--- src/rtl/tracker_pkg.sv ---
// Shared types and constants for the colour box tracker.
//   NOT_FOUND : sentinel published for every coordinate when too few pixels match.
//   point_t   : packed (x, y) pixel coordinate used for the working extremes.
//   coord_t   : external coordinate layout, [0]=x, [1]=y.
//   state_e   : frame-level tracker state.
package tracker_pkg;

  localparam logic [10:0] NOT_FOUND = 11'd2023;

  typedef struct packed {
    logic [10:0] x;
    logic [10:0] y;
  } point_t;

  typedef logic [1:0][10:0] coord_t;

  typedef enum logic [1:0] {
    S_SCAN,
    S_FLUSH,
    S_PUBLISH
  } state_e;

  localparam point_t PtNotFound = '{x: NOT_FOUND, y: NOT_FOUND};

  function automatic coord_t to_coord(point_t p);
    coord_t c;
    c[0] = p.x;
    c[1] = p.y;
    return c;
  endfunction

endpackage

--- src/rtl/color_match_stage.sv ---
// Stage-1 registered colour classifier.
//   i_clk, i_rst_n : clock, asynchronous active-low reset.
//   enable_i       : when low the stage captures nothing (register cleared).
//   valid_i        : active pixel qualifier.
//   x_i, y_i       : pixel coordinates.
//   rgb_i          : pixel colour, [0]=R, [1]=G, [2]=B.
//   hit_o          : registered match flag.
//   pt_o           : registered (x, y) of the classified pixel.
module color_match_stage
  import tracker_pkg::*;
#(
  parameter int unsigned H_ACTIVE = 640,
  parameter int unsigned V_ACTIVE = 480,
  parameter logic [7:0]  R_MIN    = 8'd150,
  parameter logic [7:0]  G_MAX    = 8'd90,
  parameter logic [7:0]  B_MAX    = 8'd90
) (
  input  logic            i_clk,
  input  logic            i_rst_n,
  input  logic            enable_i,
  input  logic            valid_i,
  input  logic [10:0]     x_i,
  input  logic [10:0]     y_i,
  input  logic [2:0][7:0] rgb_i,
  output logic            hit_o,
  output point_t          pt_o
);

  // 12-bit limits so a full 2048-wide window is still expressible.
  localparam logic [11:0] HLimit = 12'(H_ACTIVE);
  localparam logic [11:0] VLimit = 12'(V_ACTIVE);

  logic   hit_d, hit_q;
  point_t pt_d, pt_q;
  logic   in_window, colour_ok;

  always_comb begin
    in_window = ({1'b0, x_i} < HLimit) && ({1'b0, y_i} < VLimit);
    colour_ok = (rgb_i[0] >= R_MIN) && (rgb_i[1] <= G_MAX) && (rgb_i[2] <= B_MAX);
    hit_d     = enable_i & valid_i & in_window & colour_ok;
    pt_d      = enable_i ? '{x: x_i, y: y_i} : '0;
  end

  always_ff @(posedge i_clk or negedge i_rst_n) begin
    if (!i_rst_n) begin
      hit_q <= 1'b0;
      pt_q  <= '0;
    end else begin
      hit_q <= hit_d;
      pt_q  <= pt_d;
    end
  end

  assign hit_o = hit_q;
  assign pt_o  = pt_q;

endmodule

--- src/rtl/color_box_tracker.sv ---
// Tracks the leftmost/rightmost/topmost/bottommost target-coloured pixels of each frame
// and publishes them two cycles after frame_end.
//   i_clk, i_rst_n       : clock, asynchronous active-low reset.
//   i_valid, x, y, i_rgb : pixel stream ([0]=R, [1]=G, [2]=B).
//   frame_end            : one-cycle pulse closing the frame (same-cycle pixel included).
//   left/right/up/down   : published extremes, [0]=x, [1]=y; NOT_FOUND when too few hits.
//   predict_valid        : one-cycle pulse when new extremes are published.
//   hit_count            : matching-pixel count of the last published frame.
module color_box_tracker
  import tracker_pkg::*;
#(
  parameter int unsigned H_ACTIVE   = 640,
  parameter int unsigned V_ACTIVE   = 480,
  parameter logic [7:0]  R_MIN      = 8'd150,
  parameter logic [7:0]  G_MAX      = 8'd90,
  parameter logic [7:0]  B_MAX      = 8'd90,
  parameter logic [19:0] MIN_PIXELS = 20'd64
) (
  input  logic             i_clk,
  input  logic             i_rst_n,
  input  logic             i_valid,
  input  logic [10:0]      x,
  input  logic [10:0]      y,
  input  logic [2:0][7:0]  i_rgb,
  input  logic             frame_end,
  output logic [1:0][10:0] left,
  output logic [1:0][10:0] right,
  output logic [1:0][10:0] up,
  output logic [1:0][10:0] down,
  output logic             predict_valid,
  output logic [19:0]      hit_count
);

  localparam point_t LInit = '{x: 11'h7FF, y: 11'd0};
  localparam point_t UInit = '{x: 11'd0, y: 11'h7FF};

  state_e      state_d, state_q;
  logic        s1_hit;
  point_t      s1_pt;
  logic [19:0] cnt_d, cnt_q;
  point_t      l_d, l_q, r_d, r_q, u_d, u_q, dn_d, dn_q;
  point_t      left_d, left_q, right_d, right_q, up_d, up_q, down_d, down_q;
  logic        pv_d, pv_q;
  logic [19:0] hit_count_d, hit_count_q;
  logic        first_hit;

  // Pixels are only admitted while scanning; this also clears stage 1 in S_PUBLISH.
  color_match_stage #(
    .H_ACTIVE (H_ACTIVE),
    .V_ACTIVE (V_ACTIVE),
    .R_MIN    (R_MIN),
    .G_MAX    (G_MAX),
    .B_MAX    (B_MAX)
  ) u_match (
    .i_clk    (i_clk),
    .i_rst_n  (i_rst_n),
    .enable_i (state_q == S_SCAN),
    .valid_i  (i_valid),
    .x_i      (x),
    .y_i      (y),
    .rgb_i    (i_rgb),
    .hit_o    (s1_hit),
    .pt_o     (s1_pt)
  );

  always_comb begin
    state_d = state_q;
    unique case (state_q)
      S_SCAN:    if (frame_end) state_d = S_FLUSH;
      S_FLUSH:   state_d = S_PUBLISH;
      S_PUBLISH: state_d = S_SCAN;
      default:   state_d = S_SCAN;
    endcase
  end

  // Accumulators.
  always_comb begin
    cnt_d     = cnt_q;
    l_d       = l_q;
    r_d       = r_q;
    u_d       = u_q;
    dn_d      = dn_q;
    first_hit = (cnt_q == '0);
    if (state_q == S_PUBLISH) begin
      cnt_d = '0;
      l_d   = LInit;
      r_d   = '0;
      u_d   = UInit;
      dn_d  = '0;
    end else if (s1_hit) begin
      if (cnt_q != '1) cnt_d = cnt_q + 20'd1;
      if (s1_pt.x < l_q.x)                 l_d  = s1_pt;
      if ((s1_pt.x > r_q.x) || first_hit)  r_d  = s1_pt;
      if (s1_pt.y < u_q.y)                 u_d  = s1_pt;
      if ((s1_pt.y > dn_q.y) || first_hit) dn_d = s1_pt;
    end
  end

  // Outputs are loaded on the edge that absorbs the last in-flight pixel (leaving S_FLUSH),
  // using the post-accumulation values, so they appear together with predict_valid in the
  // S_PUBLISH cycle, two cycles after frame_end.
  always_comb begin
    left_d      = left_q;
    right_d     = right_q;
    up_d        = up_q;
    down_d      = down_q;
    hit_count_d = hit_count_q;
    pv_d        = 1'b0;
    if (state_q == S_FLUSH) begin
      pv_d        = 1'b1;
      hit_count_d = cnt_d;
      if (cnt_d >= MIN_PIXELS) begin
        left_d  = l_d;
        right_d = r_d;
        up_d    = u_d;
        down_d  = dn_d;
      end else begin
        left_d  = PtNotFound;
        right_d = PtNotFound;
        up_d    = PtNotFound;
        down_d  = PtNotFound;
      end
    end
  end

  always_ff @(posedge i_clk or negedge i_rst_n) begin
    if (!i_rst_n) begin
      state_q     <= S_SCAN;
      cnt_q       <= '0;
      l_q         <= LInit;
      r_q         <= '0;
      u_q         <= UInit;
      dn_q        <= '0;
      left_q      <= PtNotFound;
      right_q     <= PtNotFound;
      up_q        <= PtNotFound;
      down_q      <= PtNotFound;
      pv_q        <= 1'b0;
      hit_count_q <= '0;
    end else begin
      state_q     <= state_d;
      cnt_q       <= cnt_d;
      l_q         <= l_d;
      r_q         <= r_d;
      u_q         <= u_d;
      dn_q        <= dn_d;
      left_q      <= left_d;
      right_q     <= right_d;
      up_q        <= up_d;
      down_q      <= down_d;
      pv_q        <= pv_d;
      hit_count_q <= hit_count_d;
    end
  end

  assign left          = to_coord(left_q);
  assign right         = to_coord(right_q);
  assign up            = to_coord(up_q);
  assign down          = to_coord(down_q);
  assign predict_valid = pv_q;
  assign hit_count     = hit_count_q;

endmodule

--- config.mk ---
export PLATFORM = sky130hd
export DESIGN_NAME = color_box_tracker
export DESIGN_NICKNAME = d
export VERILOG_FILES = /design/src/rtl/tracker_pkg.sv /design/src/rtl/color_match_stage.sv /design/src/rtl/color_box_tracker.sv
export SDC_FILE = /design/constraint.sdc
export NUM_CORES = 1
export LEC_CHECK = 0
export BUFFER_PORTS_ARGS = -buffer_cell sky130_fd_sc_hd__buf_2
export CAP_MARGIN = 20
export CORE_MARGIN = 3
export CORE_UTILIZATION = 44
export CTS_CLUSTER_DIAMETER = 80
export DETAILED_ROUTE_END_ITERATION = 10
export PLACE_DENSITY = 0.7
export SYNTH_ARGS = -nofsm -noshare
export SYNTH_HDL_FRONTEND = slang
export SYNTH_SLANG_ARGS = --single-unit
--- constraint.sdc ---
create_clock -name i_clk -period 2.3 [get_ports i_clk]
set_input_delay 0.23 -clock i_clk [delete_from_list [all_inputs] [get_ports i_clk]]
set_output_delay 0.23 -clock i_clk [all_outputs]
set_load 0.05 [all_outputs]
==> summary.md, run 1 <==
| Metric | Value |
|---|---|
| Clock latency reported for the late side of the worst-skew pair | `about 0.54 ns` |
| Final HPWL from detailed placement | `~22000 microns` |
| Post-Syn Area per Cell | `10.58 sq um` |
| Buffers on Ports | `~160` |
| Number of different library cells in the post-synthesis netlist | `just under 50` |
| Maximum fanout encountered on the critical timing path | `7` |
| Cells after synthesis | `1063` |
| Least setup slack across all paths after layout | `-0.2387 ns` |
| Via count of the first global-routing pass | `between 9000 and 10000` |
| Horiz. Die Dim | `roughly 170 microns` |
| First drt pass iteration count | `5` |
| Gr busiest metal | `met2` |
| Maximum number of pins on one net before global-route repair | `67` |
| Sinks on the clock net | `roughly 240` |
| Worst setup slack before clock tree synthesis | `-0.3574 ns` |
| Unrepaired setup endpoints after global routing | `yes` |
| Synth warn | `0` |
| Number of placed I/O pins | `roughly 160` |
| Clock tree root driver cell | `sky130_fd_sc_hd__clkbuf_16` |
| Maximum buffer depth of the clock tree | `3` |
| Required @ worst endpoint | `2.77 ns` |
| GRT met1 Usage | `32.62%` |
| Number of design-rule violations left by the first detailed-router iteration | `approximately 740` |
| Violations in the final reports | `setup timing` |
| TritonCTS clock tree | `built` |
| Core Rows | `between 50 and 60` |
| Post-route DRC | `0` |
| Remaining antenna violation count | `0` |
| Top_reg_cell synth | `sky130_fd_sc_hd__dfrtp_1` |
| Worst setup EP type | `register` |
| Critical path startpoint category | `register` |
| Net count, final | `1493` |
| Routed vias | `about 9600` |
| Part of the Yosys area used for sequential elements | `a little over half` |
| Met2 track demand over resource in global routing | `38.05%` |
| Fraction of the cycle the final worst path needs | `110.4%` |
| GR Layer Usage met3 | `under 10%` |
| Routed wire length | `36160 microns` |
| Result of the run | `finished, violations left` |
| Share of synthesized flip-flops with an asynchronous set or reset | `between 90% and 100%` |
| Critical setup path kind | `register to register` |
| Routed length per placed instance | `20.74 microns` |
| Number of H-tree levels | `1` |
| Total routing resource utilization after global routing | `between 20 and 25%` |
| Height of the chip | `between 150 and 200 microns` |
| Final worst clock skew | `between 0.015 and 0.02 ns` |
| Synth Register Bits | `between 200 and 250` |
| Maximum Capacitance Violations | `0` |
| Pwr Density | `865.6 mW/mm^2` |
| Slew at the pin closest to its max-slew limit | `~0.67 ns` |
| Worst relative slew slack | `55.63%` |
| Min Tclk post-route | `about 2.5 ns` |
| Avg Vias per Cell | `5.485` |
| Number of max-slew violations in the final report | `0` |
| Number of hold-slack violations in the final timing report | `0` |
| Die Outline Area | `0.02751 sq mm` |
| Count of flip-flops with a built-in enable after synthesis | `0` |
| Layout cell share with drive strength beyond 1 | `between 40 and 50%` |
| Initial standard-cell utilization of the core | `between 40% and 50%` |
| Final weighted congestion in routability-driven placement | `between 0.9 and 1` |
| Total clock buffers created by CTS | `26` |
| Layout overhead on the synthesized area | `47.10%` |
| Congestion Overflow GR | `0` |
| HP Class | `primary input to register` |
| # setup viols final | `between 100 and 150` |
| Netlist Area Pre-Place | `0.01125 sq mm` |
| Timing-limited maximum frequency | `0.3939 GHz` |
| Total nets after synthesis | `1157` |
| P_leak | `7.922 nW` |
| Peak supply drop | `between 0.0008 and 0.0009 V` |
| Post-layout utilization of the core | `66.84%` |
| Number of antenna violations at the first check in global routing | `0` |
| Clock edge transition at the registers on the reported setup and hold paths | `0.06 ns` |
| Cell area after layout | `between 0.015 and 0.02 sq mm` |
| Critical path data arrival time | `3.00 ns` |
| Total cell area at the placement stage | `around 0.013 sq mm` |
| Total core area | `0.02475 sq mm` |
| First-pass GRT wire length | `roughly 52000 microns` |
| Number of filler cells placed in the layout | `1700` |
[registers in the layout (all words and copies together), names as in the netlist]
signal and flops:
l_q 22, down 22, hit_count 20, u_match.hit_o 1, r_q 22, u_q 22
u_match.pt_o 22, up 22, state_q 2, right 22, predict_valid 1, left 22
dn_q 22, cnt_q 20
[path summary, 6_finish.rpt]
check | from | to | slack, ns | cells after the start
hold reg to reg | hit_count[12] | hit_count[12] | 0.47 | 2
min in group asynchronous | i_rst_n | down[14] | 0.26 | 2
setup reg to reg | r_q[18] | right[8] | -0.24 | 10
setup / recovery | r_q[18] | right[8] | -0.24 | 10
max in group asynchronous | i_rst_n | u_q[10] | 1.25 | 3
hold / removal | i_rgb[15] | u_match.hit_o | 0.03 | 4
[final cells by class]
class                      count  area [sq um]  share of cell area, %
antenna                        1         2.502                0.01513
clock buffer                  38         777.0                  4.697
clock inverter                10         110.1                 0.6656
inverter                      48         188.9                  1.142
multi-input combinational    710          5929                  35.84
sequential                   242          6188                  37.41
tap                          324         405.4                  2.451
timing repair buffer         371          2940                  17.77
[synthesized netlist by cell type (4+ instances only)]
| library cell | count | share of area, % |
|---|---|---|
| sky130_fd_sc_hd__ha_1 | 44 | 4.9 |
| sky130_fd_sc_hd__a21oi_1 | 24 | 1.1 |
| sky130_fd_sc_hd__dfrtp_1 | 148 | 33 |
| sky130_fd_sc_hd__mux2i_1 | 89 | 7.9 |
| sky130_fd_sc_hd__and2_1 | 27 | 1.5 |
| sky130_fd_sc_hd__nand3_1 | 16 | 0.71 |
| sky130_fd_sc_hd__buf_2 | 13 | 0.58 |
| sky130_fd_sc_hd__nand4_1 | 17 | 0.95 |
| sky130_fd_sc_hd__xnor2_1 | 9 | 0.70 |
| sky130_fd_sc_hd__o21ai_0 | 22 | 0.98 |
| sky130_fd_sc_hd__a21bo_2 | 17 | 1.5 |
| sky130_fd_sc_hd__o21ai_1 | 4 | 0.18 |
| sky130_fd_sc_hd__nor4_1 | 7 | 0.39 |
| sky130_fd_sc_hd__nor2_1 | 123 | 4.1 |
| sky130_fd_sc_hd__dfstp_2 | 94 | 22 |
| sky130_fd_sc_hd__o211ai_1 | 34 | 2.3 |
| sky130_fd_sc_hd__nor3_1 | 6 | 0.27 |
| sky130_fd_sc_hd__xor2_1 | 8 | 0.62 |
| sky130_fd_sc_hd__a21o_1 | 22 | 1.5 |
| sky130_fd_sc_hd__a211oi_1 | 8 | 0.53 |
| sky130_fd_sc_hd__a31oi_1 | 4 | 0.22 |
| sky130_fd_sc_hd__clkbuf_1 | 46 | 1.5 |
| sky130_fd_sc_hd__inv_1 | 48 | 1.6 |
| sky130_fd_sc_hd__o31ai_1 | 7 | 0.47 |
| sky130_fd_sc_hd__and3_1 | 6 | 0.33 |
| sky130_fd_sc_hd__nand2_1 | 151 | 5.0 |
| sky130_fd_sc_hd__o211a_1 | 14 | 1.2 |
| sky130_fd_sc_hd__nand2b_1 | 22 | 1.2 |
[metal layers]
metal  vias to the layer above  part of all wire [%]
met2                       364                    49
met4                         0                   3.4
met1                      4811                    42
li1                       4304                     -
met5                         -                     0
met3                        86                   5.7
[cell families after synthesis]
| kind of cell | Yosys count | synth area share (%) |
|---|---|---|
| AO/OA/AOI/OAI | 169 | 11.08 |
| XOR/XNOR | 17 | 1.324 |
| adder cells (fa/ha/maj) | 44 | 4.895 |
| buffers and inverters | 111 | 3.983 |
| flip-flops | 242 | 54.90 |
| multiplexers | 89 | 7.922 |
| AND/OR/NAND/NOR | 391 | 15.90 |
[report_power, final]
group          switching (W)  internal, W  total, W
Sequential          0.000352      0.00509   0.00544
Combinational        0.00319      0.00136   0.00456
Clock                0.00175      0.00257   0.00432
[stage by stage]
stage	power [W]	std cells	hold slack, ns	TNS (ns)
after global routing	0.01488	1743	0.04659	-22.80
after floorplan	0.008381	1063	-0.06559	-0.004795
final	0.01432	1744	0.03390	-11.16
after global placement	0.009475	1618	0.2272	-17.84
after CTS	0.01406	1709	0.01533	-7.658
after detailed placement	0.009545	1618	0.2374	-24.01
[cells in the final DEF, fill, tap and decap left out, types with 7 or more instances in the layout]
master,n
sky130_fd_sc_hd__a21bo_2,15
sky130_fd_sc_hd__a21o_1,22
sky130_fd_sc_hd__a21oi_1,16
sky130_fd_sc_hd__a21oi_2,8
sky130_fd_sc_hd__and2_1,26
sky130_fd_sc_hd__buf_12,18
sky130_fd_sc_hd__buf_2,156
sky130_fd_sc_hd__buf_4,142
sky130_fd_sc_hd__buf_6,18
sky130_fd_sc_hd__clkbuf_16,32
sky130_fd_sc_hd__dfrtp_1,136
sky130_fd_sc_hd__dfrtp_2,12
sky130_fd_sc_hd__dfstp_2,94
sky130_fd_sc_hd__dlygate4sd3_1,25
sky130_fd_sc_hd__ha_1,25
sky130_fd_sc_hd__ha_4,19
sky130_fd_sc_hd__inv_1,38
sky130_fd_sc_hd__inv_2,7
sky130_fd_sc_hd__mux2i_1,27
sky130_fd_sc_hd__mux2i_2,20
sky130_fd_sc_hd__mux2i_4,42
sky130_fd_sc_hd__nand2_1,143
sky130_fd_sc_hd__nand2_2,7
sky130_fd_sc_hd__nand2b_1,21
sky130_fd_sc_hd__nand3_1,11
sky130_fd_sc_hd__nand4_1,17
sky130_fd_sc_hd__nor2_1,104
sky130_fd_sc_hd__nor2_2,13
sky130_fd_sc_hd__o211a_1,14
sky130_fd_sc_hd__o211ai_1,34
sky130_fd_sc_hd__o21ai_0,16
sky130_fd_sc_hd__xnor2_1,9
sky130_fd_sc_hd__xor2_1,8
[critical path: stages, from the launching register on]
cell and delay (ns):
sky130_fd_sc_hd__dfrtp_1 0.40, sky130_fd_sc_hd__inv_1 0.08, sky130_fd_sc_hd__ha_1 0.30, sky130_fd_sc_hd__nand4_1 0.15, sky130_fd_sc_hd__a211oi_2 0.31, sky130_fd_sc_hd__a2111oi_4 0.07
sky130_fd_sc_hd__o21ai_4 0.30, sky130_fd_sc_hd__clkbuf_16 0.27, sky130_fd_sc_hd__mux2i_4 0.26, sky130_fd_sc_hd__nand2_2 0.09, sky130_fd_sc_hd__a21bo_2 0.23
[timing repair]
item	CTS	global route
pin swaps	33	55
buffers inserted	14	31
hold endpoints to repair	62	0
resized for setup	68	208
gates cloned	4	6
hold buffers	25	0
endpoints found under the setup margin	159	176
No activity file was read; power rests on OpenSTA's default activity.
==> run 2: changes to the inputs <==
ABC_AREA = 1   (was not set)
CTS_CLUSTER_DIAMETER = 60   (was 80)
==> summary.md, run 2 <==
| Metric | Value |
|---|---|
| Number of filler cells placed in the layout | `2276 (+34%)` |
| Share of synthesized flip-flops with an asynchronous set or reset | `100.0% (unchanged)` |
| Congestion Overflow GR | `0 (unchanged)` |
| Final weighted congestion in routability-driven placement | `0.9134 (about the same)` |
| Pwr Density | `760.3 mW/mm^2 (-12%)` |
| Buffers on Ports | `157 (unchanged)` |
| Required @ worst endpoint | `2.76 ns (about the same)` |
| Synth warn | `0 (unchanged)` |
| Least setup slack across all paths after layout | `-0.1634 ns (+0.07524 ns)` |
| Routed vias | `10708 (+12%)` |
| Core Rows | `59 (+3.5%)` |
| Number of antenna violations at the first check in global routing | `0 (unchanged)` |
| TritonCTS clock tree | `built` |
| Area of the multi-input gates | `0.005099 sq mm (-14%)` |
| Layout cell share with drive strength beyond 1 | `29.83% (-18 points)` |
| Avg Vias per Cell | `5.185 (-5.5%)` |
| Non-filler instance count after layout | `2065 (+18%)` |
| Horiz. Die Dim | `170.6 microns (+2.8%)` |
| Part of the Yosys area used for sequential elements | `51.81% (-3.1 points)` |
| Fraction of post-synthesis cell area in the top cell type by area | `31.08% (-1.9 points)` |
| Number of design-rule violations left by the first detailed-router iteration | `827 (+12%)` |
| Routed wire length | `35060 microns (-3.0%)` |
| Worst setup EP type | `register` |
| Total core area | `0.02635 sq mm (+6.5%)` |
| HP Class | `primary input to asynchronous set/reset pin` |
| Post-Syn Area per Cell | `8.041 sq um (-24%)` |
| Commonest cells after routing, fill and taps aside | `sky130_fd_sc_hd__nand2_1, sky130_fd_sc_hd__inv_1, sky130_fd_sc_hd__nor2_1` |
| Maximum number of pins on one net before global-route repair | `103 (+54%)` |
| Number of H-tree levels | `1 (unchanged)` |
| Via count of the first global-routing pass | `10089 (+8.3%)` |
| Worst setup slack before clock tree synthesis | `-0.02486 ns (+0.3325 ns)` |
| Initial standard-cell utilization of the core | `45.22% (-0.23 points)` |
| Number of hold-slack violations in the final timing report | `0 (unchanged)` |
| Timing-limited maximum frequency | `0.4059 GHz (+3.1%)` |
| Height of the chip | `170.6 microns (+2.8%)` |
| Die Outline Area | `0.02909 sq mm (+5.7%)` |
| # setup viols final | `66 (-38%)` |
| Cell area after layout | `0.01555 sq mm (-6.0%)` |
| Min Tclk post-route | `2.463 ns (-0.07524 ns)` |
| Routed length per placed instance | `16.98 microns (-18%)` |
| Post-route DRC | `0 (unchanged)` |
| Critical setup path kind | `register to register` |
| Fraction of the cycle the final worst path needs | `107.1% (-3.3 points)` |
| Total routing resource utilization after global routing | `22.87% (-0.30 points)` |
| Netlist Area Pre-Place | `0.01192 sq mm (+6.0%)` |
| Layout overhead on the synthesized area | `30.51%` |
| Cell count after placement | `1968 (+22%)` |
| Maximum buffer depth of the clock tree | `3 (unchanged)` |
| Maximum Capacitance Violations | `0 (unchanged)` |
| Total cell area at the placement stage | `0.01351 sq mm (+0.72%)` |
| Critical path's largest stage delay | `0.53 ns (+0.13 ns)` |
| Cells after synthesis | `1482 (+39%)` |
| Maximum fanout encountered on the critical timing path | `5 (-2)` |
| Top-count cell post-synth | `sky130_fd_sc_hd__nand2_1` |
| Violations in the final reports | `setup timing` |
| Total clock buffers created by CTS | `27 (+3.8%)` |
| Critical path data arrival time | `2.92 ns (-0.08 ns)` |
| Slew at the pin closest to its max-slew limit | `0.5398 ns (-0.1258 ns)` |
| Top_reg_cell synth | `sky130_fd_sc_hd__dfrtp_1` |
| P_leak | `8.239 nW (+4.0%)` |
| Total nets after synthesis | `1576 (+36%)` |
| Sinks on the clock net | `242 (unchanged)` |
| Worst R2R Setup Slack | `-0.16 ns (+0.08 ns)` |
| Final worst clock skew | `0.01937 ns (+0.002976 ns)` |
| Remaining antenna violation count | `0 (unchanged)` |
| Clock tree root driver cell | `sky130_fd_sc_hd__clkbuf_16` |
| Most area-hungry cell type in the Yosys netlist | `sky130_fd_sc_hd__dfrtp_1` |
| Number of placed I/O pins | `159 (unchanged)` |
| Commonest cells in the netlist | `sky130_fd_sc_hd__nand2_1, sky130_fd_sc_hd__nor2_1, sky130_fd_sc_hd__inv_1` |
| Most common cell after layout, fill and taps aside | `sky130_fd_sc_hd__nand2_1` |
| Final setup TNS | `-1.938 ns (+9.220 ns)` |
| Number of max-slew violations in the final report | `0 (unchanged)` |
| Peak supply drop | `0.0006439 V (-24%)` |
| Combined flip-flop and latch cell area | `0.006175 sq mm (-0.22%)` |
| Cells traversed along the worst timing path | `inv_1 -> ha_1 -> a21oi_1 -> o21ai_0 -> nand2_1 -> nand3_4 -> buf_12 -> a21oi_1 -> o21ai_0 -> nor2_1 -> a21oi_2` |
| Max stage delay cell, worst path | `sky130_fd_sc_hd__dfstp_2` |
| Count of flip-flops with a built-in enable after synthesis | `0 (unchanged)` |
| Critical path startpoint category | `register` |
| Net count, final | `1803 (+21%)` |
| First drt pass iteration count | `5 (unchanged)` |
| Synth area leaders | `sky130_fd_sc_hd__dfrtp_1, sky130_fd_sc_hd__dfstp_2, sky130_fd_sc_hd__nand2_1, sky130_fd_sc_hd__nor2_1, sky130_fd_sc_hd__inv_1` |
| Unrepaired setup endpoints after global routing | `yes` |
| Number of different library cells in the post-synthesis netlist | `33 (-33%)` |
| Synth Register Bits | `242 (unchanged)` |
| Clock latency reported for the late side of the worst-skew pair | `0.54 ns (about the same)` |
| Result of the run | `finished, violations left` |
| Diodes inserted | `0 (-1)` |
| Worst relative slew slack | `63.98% (+8.3 points)` |
| Final HPWL from detailed placement | `22160 microns (+1.5%)` |
| First-pass GRT wire length | `53590 microns (+3.3%)` |
| Clock edge transition at the registers on the reported setup and hold paths | `0.06 ns (about the same)` |
[run 2: kinds of logic after synthesis]
family / synth area share (%)
and+or+nand+nor: 23.99
buffers and inverters: 9.492
DFF: 51.81
AOI/OAI and AO/OA: 9.870
adders and majority gates: 4.620
xor gates and xnor gates: 0.2205
[run 2: critical path: cells and delay by family (launching register included)]
| family | cells | cell delay [ns] |
|---|---|---|
| compound gates | 5 | 0.69 |
| simple gates | 3 | 0.64 |
| flops | 1 | 0.53 |
| fa+ha+maj | 1 | 0.29 |
| buf+inv | 2 | 0.23 |
[run 2: final cells by class]
cell class	instances	share of cell area, %
inverter	223	5.422
clock inverter	13	0.8367
clock buffer	37	5.245
timing repair buffer	267	13.31
multi-input combinational	948	32.78
sequential	242	39.70
tap	335	2.695
[run 2: power breakdown]
group          total [W]  internal [W]  switching, W
clock            0.00450       0.00271       0.00179
combinational    0.00253      0.000710       0.00182
sequential       0.00480       0.00463      0.000168
[run 2: layer usage]
| metal | vias to the layer above | GRT usage (%) | part of all wire [%] |
|---|---|---|---|
| met5 | - | 0 | 0 |
| met4 | 0 | 7.266 | 2.5 |
| met3 | 64 | 3.951 | 6.4 |
| met2 | 349 | 36.29 | 47 |
| met1 | 5135 | 32.19 | 44 |
| li1 | 5160 | - | - |
[run 2: path summary, 6_finish.rpt]
check,from,end,depth (start not counted)
setup / recovery,l_q[17],left[10],11
hold / removal,i_rst_n,dn_q[11],2
setup reg to reg,l_q[17],left[10],11
hold reg to reg,hit_count[6],hit_count[6],2
max in group asynchronous,i_rst_n,right[6],3
min in group i_clk,i_rgb[14],u_match.hit_o,3
[run 2: metrics by stage]
step,hold slack [ns],power [W],utilization [%]
2_1_floorplan,-0.06559,0.006364,-
3_3_place_gp,0.1638,0.007043,51.27
3_5_place_dp,0.1633,0.007067,51.27
4_1_cts,0.1951,0.01171,56.74
5_1_grt,0.2196,0.01232,59.01
6_report,0.1979,0.01182,59.01
[run 2: what timing repair did]
item / 4_1_cts / 5_1_grt
cloned: 3 / 7
endpoints found under the hold margin: 123 / 0
pin swaps: 8 / 17
hold buffers: 26 / 0
buffers inserted: 6 / 5
setup endpoints to repair: 56 / 93
resized for setup: 27 / 109
==> run 3: changes to the inputs <==
clock period = 2.15 ns   (was 2.3 ns; I/O delays follow)
==> summary.md, run 3 (synthesis gave the netlist of run 2 again) <==
| Metric | Value |
|---|---|
| Result of the run | `finished, violations left` |
| Violations in the final reports | `hold timing, setup timing` |
| Clock tree root driver cell | `sky130_fd_sc_hd__clkbuf_16` |
| Critical setup path kind | `register to register` |
| Number of antenna violations at the first check in global routing | `0 (unchanged)` |
| Timing-limited maximum frequency | `0.4299 GHz (+5.9%)` |
| Pwr Density | `757.8 mW/mm^2 (-0.34%)` |
| Maximum Capacitance Violations | `0 (unchanged)` |
| Total clock buffers created by CTS | `27 (unchanged)` |
| Congestion Overflow GR | `0 (unchanged)` |
| Number of hold-slack violations in the final timing report | `1 (+1)` |
| Buffers on Ports | `157 (unchanged)` |
| Number of placed I/O pins | `159 (unchanged)` |
| Fraction of the cycle the final worst path needs | `108.2% (+1.1 points)` |
| Remaining antenna violation count | `0 (unchanged)` |
| Share of total power consumed by net switching | `33.08% (+1.2 points)` |
| Non-filler instance count after layout | `2156 (+4.4%)` |
| # setup viols final | `89 (+35%)` |
| Net switching power figure | `0.004221 W (+12%)` |
| Total core area | `0.02635 sq mm (unchanged)` |
| Layout overhead on the synthesized area | `41.33%` |
| Total Power | `0.01276 W (+7.9%)` |
| Peak supply drop | `0.0005767 V (-10%)` |
| Least setup slack across all paths after layout | `-0.1763 ns (-0.01283 ns)` |
| Maximum fanout encountered on the critical timing path | `7 (+2)` |
| Total routing resource utilization after global routing | `24.20% (+1.3 points)` |
| Most common cell after layout, fill and taps aside | `sky130_fd_sc_hd__nand2_1` |
| Cell count after placement | `2024 (+2.8%)` |
| Clock edge transition at the registers on the reported setup and hold paths | `0.06 ns (about the same)` |
| Core Rows | `59 (unchanged)` |
| Layout cell share with drive strength beyond 1 | `39.12% (+9.3 points)` |
| Net count, final | `1893 (+5.0%)` |
| First drt pass iteration count | `6 (+1)` |
| Min Tclk post-route | `2.326 ns (-0.1372 ns)` |
| Final HPWL from detailed placement | `22910 microns (+3.4%)` |
| Sinks on the clock net | `242 (unchanged)` |
| Number of design-rule violations left by the first detailed-router iteration | `1135 (+37%)` |
| Avg Vias per Cell | `5.214 (+0.56%)` |
| Height of the chip | `170.6 microns (unchanged)` |
| P_leak | `8.757 nW (+6.3%)` |
| First-pass GRT wire length | `56720 microns (+5.8%)` |
| Post-route DRC | `0 (unchanged)` |
| HP Class | `primary input to register` |
| Via count of the first global-routing pass | `10984 (+8.9%)` |
| Worst setup EP type | `register` |
| Sequential share of power | `40.2% (-0.4 points)` |
| Number of filler cells placed in the layout | `2079 (-8.7%)` |
| Clk pwr share | `36.0% (-2.0 points)` |
| Post-route worst hold slack | `-0.01709 ns (-0.2150 ns)` |
| Internal power | `0.008541 W (+6.1%)` |
| Clock latency reported for the late side of the worst-skew pair | `0.55 ns (about the same)` |
| Commonest cells after routing, fill and taps aside | `sky130_fd_sc_hd__nand2_1, sky130_fd_sc_hd__inv_1, sky130_fd_sc_hd__nor2_1` |
| Routed vias | `11242 (+5.0%)` |
| Final worst clock skew | `0.01585 ns (-0.003513 ns)` |
| TritonCTS clock tree | `built` |
| Combinational group share of total power | `23.8% (+2.4 points)` |
| Initial standard-cell utilization of the core | `45.22% (unchanged)` |
| Post-layout utilization of the core | `63.90% (+4.9 points)` |
| Slew at the pin closest to its max-slew limit | `0.6234 ns (+0.08367 ns)` |
| Unrepaired setup endpoints after global routing | `yes` |
| Die Outline Area | `0.02909 sq mm (unchanged)` |
| Routed wire length | `38230 microns (+9.0%)` |
| Critical path data arrival time | `2.75 ns (-0.17 ns)` |
| Worst relative slew slack | `58.44% (-5.5 points)` |
| Maximum buffer depth of the clock tree | `3 (unchanged)` |
| Number of max-slew violations in the final report | `0 (unchanged)` |
| Maximum number of pins on one net before global-route repair | `103 (unchanged)` |
| Worst R2R Setup Slack | `-0.18 ns (about the same)` |
| Critical path startpoint category | `register` |
| Final setup TNS | `-11.12 ns (-9.183 ns)` |
| Routed length per placed instance | `17.73 microns (+4.4%)` |
| Required @ worst endpoint | `2.57 ns (-0.19 ns)` |
| Final weighted congestion in routability-driven placement | `0.8571 (-6.2%)` |
| Number of H-tree levels | `1 (unchanged)` |
| Horiz. Die Dim | `170.6 microns (unchanged)` |
==> run 3: cell count changes in the layout (fill, tap and decap cells not counted), moves of 11 or more <==
cell                      previous run  this run
sky130_fd_sc_hd__nor2_1            214       181
sky130_fd_sc_hd__nand3_2             9        20
sky130_fd_sc_hd__buf_6               3        14
sky130_fd_sc_hd__nand2_1           273       245
sky130_fd_sc_hd__nand2_2            10        34
sky130_fd_sc_hd__nor2_2             23        50
sky130_fd_sc_hd__buf_4              56       129
sky130_fd_sc_hd__nand3_1            98        85
==> run 3: layer usage <==
metal | routed length [microns] | GRT usage (%) | up-vias
met5 | 0 | 0 | -
met4 | 1345 | 8.466 | 0
met3 | 2741 | 4.667 | 78
met2 | 17930 | 38.10 | 385
met1 | 16220 | 33.69 | 5446
li1 | - | - | 5333
==> run 3: final timing paths <==
path                            from            end  cells past startpoint
min in group asynchronous    i_rst_n       dn_q[12]                      2
max reg2reg                 cnt_q[5]       right[4]                     15
min                        i_rgb[13]  u_match.hit_o                      3
max                         cnt_q[5]       right[4]                     15
max in group asynchronous    i_rst_n      right[11]                      3
min reg2reg                  left[4]        left[4]                      2
==> run 3: cell type report <==
class	instances	area [sq um]	share of cell area (%)
Clock inverter	14	112.6	0.6686
Clock buffer	36	772.0	4.584
Antenna cell	1	2.502	0.01486
Multi-Input combinational cell	948	5639	33.48
Inverter	223	845.8	5.022
Sequential cell	242	6177	36.68
Tap cell	335	419.2	2.489
Timing Repair Buffer	357	2873	17.06
==> run 3: repair_timing <==
action	CTS	global route
pin swaps	15	46
hold buffers	26	2
setup endpoints to repair	93	135
cloned	5	9
setup buffers	25	19
gates resized for setup	91	205
endpoints found under the hold margin	182	1
==> run 3: per-stage QoR <==
step / setup WS (ns) / area [sq um]
final: -0.1763 / 16840
after global routing: -0.2868 / 16840
after CTS: -0.04619 / 15740
after detailed placement: -0.1728 / 13930
after global placement: -0.1007 / 13930
after floorplan: 0.01311 / 11940
==> run 3: critical path: stages, from the launching register on <==
cell	delay [ns]
sky130_fd_sc_hd__dfrtp_1	0.42
sky130_fd_sc_hd__nand2_2	0.09
sky130_fd_sc_hd__buf_6	0.13
sky130_fd_sc_hd__nor2_4	0.18
sky130_fd_sc_hd__nand3_2	0.14
sky130_fd_sc_hd__nor2_4	0.14
sky130_fd_sc_hd__xor2_1	0.18
sky130_fd_sc_hd__nand2_1	0.10
sky130_fd_sc_hd__nand2_2	0.08
sky130_fd_sc_hd__nand2_2	0.07
sky130_fd_sc_hd__nor2_4	0.09
sky130_fd_sc_hd__nand3_4	0.12
sky130_fd_sc_hd__buf_8	0.18
sky130_fd_sc_hd__clkbuf_16	0.17
sky130_fd_sc_hd__nand2_2	0.05
sky130_fd_sc_hd__nand2_1	0.06
==> run 3: power by group through the flow <==
stage / combinational, W / sequential (W) / clock (W)
global placement: 0.00242 / 0.00519 / 0
CTS: 0.00268 / 0.00512 / 0.00466
detailed placement: 0.00247 / 0.00519 / 0
global route: 0.00324 / 0.00516 / 0.00485
finish: 0.00304 / 0.00513 / 0.00459
floorplan: 0.000924 / 0.00588 / 0
